File: config.mk
export PLATFORM = sky130hd
export DESIGN_NAME = neg_serial_unit
export DESIGN_NICKNAME = d
export VERILOG_FILES = /design/src/rtl/cpu_alu_pkg.sv /design/src/rtl/neg_serial_unit_add_digit.sv /design/src/rtl/neg_serial_unit.sv
export SDC_FILE = /design/constraint.sdc
export NUM_CORES = 1
export LEC_CHECK = 0
export BUFFER_PORTS_ARGS = -buffer_cell sky130_fd_sc_hd__buf_2
export CAP_MARGIN = 20
export CORE_UTILIZATION = 50
export DETAILED_ROUTE_END_ITERATION = 7
export PLACE_DENSITY = 0.84
export SYNTH_ARGS = -nofsm -noshare
export SYNTH_HDL_FRONTEND = slang
export SYNTH_SLANG_ARGS = --single-unit
File: constraint.sdc
create_clock -name clk -period 4.1 [get_ports clk]
set_input_delay 0.615 -clock clk [delete_from_list [all_inputs] [get_ports clk]]
set_output_delay 0.615 -clock clk [all_outputs]
set_load 0.01 [all_outputs]
File: src/rtl/cpu_alu_pkg.sv
// Shared definitions for the serial unary ALU unit: operation codes and FSM states.
package cpu_alu_pkg;

    localparam logic [1:0] UOP_NOT = 2'b00;
    localparam logic [1:0] UOP_NEG = 2'b01;
    localparam logic [1:0] UOP_ABS = 2'b10;
    localparam logic [1:0] UOP_MOV = 2'b11;

    typedef enum logic [1:0] {
        IDLE,
        RUN,
        DONE
    } state_t;

endpackage

File: src/rtl/neg_serial_unit_add_digit.sv
// DIGIT-bit ripple-carry adder used for one slice of the serial datapath.
module add_digit #(
    parameter int DIGIT = 8
) (
    input  logic [DIGIT-1:0] a,
    input  logic [DIGIT-1:0] b,
    input  logic             cIn,
    output logic [DIGIT-1:0] S,
    output logic             cOut
);

    logic [DIGIT:0] c;

    always_comb begin
        c    = '0;
        S    = '0;
        c[0] = cIn;
        for (int unsigned i = 0; i < DIGIT; i++) begin
            S[i]   = a[i] ^ b[i] ^ c[i];
            c[i+1] = (a[i] & b[i]) | (c[i] & (a[i] ^ b[i]));
        end
    end

    assign cOut = c[DIGIT];

endmodule

File: src/rtl/neg_serial_unit.sv
// Multi-cycle unary ALU (NOT/NEG/ABS/MOV) processing DIGIT bits per cycle, LSB first.
module neg_serial_unit
    import cpu_alu_pkg::*;
#(
    parameter int WIDTH = 32,
    parameter int DIGIT = 8
) (
    input  logic             clk,
    input  logic             clr,
    input  logic             start,
    input  logic [1:0]       mode,
    input  logic [WIDTH-1:0] rA,
    output logic             busy,
    output logic             done,
    output logic [WIDTH-1:0] rZ,
    output logic             ovf
);

    localparam int NSLICE = WIDTH / DIGIT;
    localparam int IDXW   = (NSLICE > 1) ? $clog2(NSLICE) : 1;
    localparam logic [WIDTH-1:0] MOST_NEG = {1'b1, {(WIDTH-1){1'b0}}};

    if (WIDTH % DIGIT != 0) begin : g_bad_digit
        $error("neg_serial_unit: WIDTH must be a multiple of DIGIT");
    end

    state_t            state_q, state_d;
    logic [IDXW-1:0]   idx_q, idx_d;
    logic              carry_q, carry_d;
    logic              inv_q, inv_d;
    logic [WIDTH-1:0]  opnd_q, opnd_d;
    logic [WIDTH-1:0]  work_q, work_d;
    logic [WIDTH-1:0]  rz_q, rz_d;
    logic              ovf_q, ovf_d;
    logic              ovf_pend_q, ovf_pend_d;

    logic [DIGIT-1:0]  slice_sum;
    logic              slice_cout;

    // opnd shifts right each RUN cycle so the active slice is always its low DIGIT bits
    add_digit #(.DIGIT(DIGIT)) u_add (
        .a    (opnd_q[DIGIT-1:0] ^ {DIGIT{inv_q}}),
        .b    ('0),
        .cIn  (carry_q),
        .S    (slice_sum),
        .cOut (slice_cout)
    );

    always_comb begin
        state_d    = state_q;
        idx_d      = idx_q;
        carry_d    = carry_q;
        inv_d      = inv_q;
        opnd_d     = opnd_q;
        work_d     = work_q;
        rz_d       = rz_q;
        ovf_d      = ovf_q;
        ovf_pend_d = ovf_pend_q;

        case (state_q)
            RUN: begin
                opnd_d  = opnd_q >> DIGIT;
                work_d  = WIDTH'({slice_sum, work_q} >> DIGIT);
                carry_d = slice_cout;
                idx_d   = idx_q + IDXW'(1);
                if (idx_q == IDXW'(NSLICE - 1)) begin
                    state_d = DONE;
                    idx_d   = '0;
                    rz_d    = work_d;
                    ovf_d   = ovf_pend_q;
                end
            end
            default: begin
                state_d = IDLE;
                if (start) begin
                    state_d    = RUN;
                    opnd_d     = rA;
                    work_d     = '0;
                    idx_d      = '0;
                    ovf_pend_d = ((mode == UOP_NEG) || (mode == UOP_ABS)) && (rA == MOST_NEG);
                    case (mode)
                        UOP_NOT: begin inv_d = 1'b1;        carry_d = 1'b0;        end
                        UOP_NEG: begin inv_d = 1'b1;        carry_d = 1'b1;        end
                        UOP_ABS: begin inv_d = rA[WIDTH-1]; carry_d = rA[WIDTH-1]; end
                        default: begin inv_d = 1'b0;        carry_d = 1'b0;        end
                    endcase
                end
            end
        endcase
    end

    always_ff @(posedge clk) begin
        if (!clr) begin
            state_q    <= IDLE;
            idx_q      <= '0;
            carry_q    <= 1'b0;
            inv_q      <= 1'b0;
            opnd_q     <= '0;
            work_q     <= '0;
            rz_q       <= '0;
            ovf_q      <= 1'b0;
            ovf_pend_q <= 1'b0;
        end else begin
            state_q    <= state_d;
            idx_q      <= idx_d;
            carry_q    <= carry_d;
            inv_q      <= inv_d;
            opnd_q     <= opnd_d;
            work_q     <= work_d;
            rz_q       <= rz_d;
            ovf_q      <= ovf_d;
            ovf_pend_q <= ovf_pend_d;
        end
    end

    assign busy = (state_q == RUN);
    assign done = (state_q == DONE);
    assign rZ   = rz_q;
    assign ovf  = ovf_q;

endmodule

==> results_dict.tcl <==
set metrics [dict create \
    root_buffer "clkbuf_8" \
    endpoint_kind "flip-flop" \
    yosysWarnings 0 \
    period_needed_ps 2680 \
    status "complete, no violations" \
    pwr-share-clk_pct 35.2 \
    dieHeight_um 91.9 \
    whs_ps 475 \
    avgSynthCellArea_um2 10.5 \
    max_freq_mhz 373 \
    portBuffers 71 \
    cp-start-kind "flip-flop" \
    fillCellCount 692 \
    synth_top_area_cell "dfxtp_1" \
    cp_max_fo 9 \
    nets 486 \
    final_cells 543 \
    criticalPathCategory "flip-flop to flip-flop" \
    worst_skew_pair.late_latency_ps 360 \
    synthTopCellsByArea "dfxtp_1 48%, mux2i_1 7.9%, a22o_1 7.2%, o211a_1 5.9%, nand2_1 4.8%" \
    rows 32 \
    grt_max_degree 78 \
    final_hold_viol_count 0 \
    tns_ps 0 \
    layout_setup_ws_ps 1420 \
    setup_viol 0 \
    ant_nets 0 \
    grt_pass1_vias 2919 \
    design_area_mm2 0.00458 \
    drive_above_1_share_pct 21.8 \
    clkTransAtPathRegs_ps 100 \
    synthesis.area_mm2 0.00404 \
    worst_slew_pin_slew_ps 950 \
    wl_um 8290 \
    synth-async-reset-ratio_pct 0 \
    dpl.cell_count 527 \
    p_seq_share_pct 54.8 \
    ctsLongestPathBuffers 2 \
    multi_input_area_mm2 0.00191 \
    postPlaceCellArea_mm2 0.00437 \
    overflow 0 \
    dp_hpwl_um 5750 \
    r2r_cells 11 \
    register_area_mm2 0.00192 \
    route.detailed.drc 0 \
    utilization_pct 58.9 \
    grtUsageTotal_pct 20.8 \
    clock-sinks 96 \
    synth_flop_cell "dfxtp_1" \
    gp_congestion 0.806 \
    place_ws_ps 1430 \
    cts_buffers 9 \
    dr.pass1.iters 4 \
    drv_cap 0 \
    hold_depth 1 \
    synthToLayoutAreaGrowth_pct 13.3 \
    ys_top_cells_by_count "96 x dfxtp_1, 52 x nand2_1, 33 x a22o_1" \
    synth_seq_cells 96 \
    synth_most_common_cell "dfxtp_1" \
    leakage_nw 2.24 \
    fin_total_pwr_mw 1.81 \
    crit_required_ps 4380 \
    switchingPower_uw 471 \
    num_vias 3008 \
    diodes 0 \
    cts_hold_buf 0 \
    yosysSeqAreaShare_pct 47.6 \
    grt_pass1_wl_um 14000 \
    internal_power_mw 1.34 \
    power_frac_comb_pct 10.0 \
    cts_resized 0 \
    via_per_inst 5.54 \
    synthesis.nets 433 \
    boundaryPins 72 \
    hold_path.class "flip-flop to flip-flop" \
    fin_skew_ps 12.6 \
    p_per_area_mw_per_mm2 395 \
    yosysUniqueCellTypes 37 \
    rsz0062_at_grt "false" \
    netlist.area_leader.share_pct 47.6 \
    start_util_pct 52.0 \
    slew_violations 0 \
    core_area_mm2 0.00777 \
    synth-edff-count 0 \
    post_cts.repair.setup_buffers 0 \
    fin_crit_sh_pct 65.4 \
    initialDrtViolationCount 109 \
    ir_worst_vdd_mv 0.217 \
    wl_per_cell_um 15.3 \
    htree_levels 3 \
    die_x_um 91.9 \
    dieArea_mm2 0.00844 \
    antenna_found_initial 0 \
    max_slew_margin_pct 36.7 \
    switching_share_pct 26.0 \
    synthCells 383 \
    crit_arrival_ps 2960 \
    cts_tree "done" \
]
## final timing paths
kind	startpoint	endpoint	slack, ps
max	inv_q	work_q[31]	1420
min reg2reg	ovf_pend_q	ovf	480
min	ovf_pend_q	ovf	480
max reg2reg	inv_q	work_q[31]	1420
## critical path: stages, from the launching register on
cell and delay (ps):
dfxtp_1 590, xor2_1 120, ha_1 210, ha_1 200
ha_1 200, ha_1 200, ha_1 190, ha_1 190
ha_1 180, ha_1 290, nand2_1 50, a21boi_0 180
## kinds of logic after synthesis
kind of cell,after synthesis,share of synthesized area [%]
compound gates,88,19.2
xor+xnor,8,1.73
fa+ha+maj,13,4.03
buf+inv,36,5.27
flops,96,47.6
mux,32,7.93
simple gates,110,14.2
## registers in the layout, indices dropped and copies added (netlist names)
signal / count
carry_q: 1
idx_q: 2
inv_q: 1
opnd_q: 32
ovf: 1
ovf_pend_q: 1
rZ: 32
state_q: 2
work_q: 24
## layout by cell type, fill, tap and decap left out, drive strengths merged, types with 2 or more instances in the layout
cell type and n:
a21boi 27, a22o 33, buf 75, clkbuf 10
clkinvlp 2, dfxtp 96, ha 13, inv 6
mux2i 32, nand2 53, nand3 2, nand3b 25
nor2 11, nor2b 4, nor3 2, nor4 6
o211a 24, xor2 8
## cell type report
type | instances | share of cell area (%)
Tap cell | 102 | 2.79
Clock inverter | 6 | 1.67
Clock buffer | 10 | 2.79
Sequential cell | 96 | 42.0
Multi-Input combinational cell | 251 | 41.7
Timing Repair Buffer | 75 | 8.86
Inverter | 3 | 0.246
## power by group through the flow
stage,logic [mW],registers (mW),clock network (mW)
after global routing,0.202,0.994,0.689
after global placement,0.175,1.01,0
after floorplan,0.139,1.00,0
final,0.181,0.990,0.637
after detailed placement,0.180,1.01,0
after CTS,0.182,0.990,0.650
## routing by layer
layer,GRT usage [%],vias to the layer above,share of wire [%]
li1,-,1480,-
met1,25.8,1445,45
met2,35.5,76,49
met3,5.80,7,4.7
met4,5.08,0,0.62
met5,0,-,0
(Power assumes the default switching activity.)
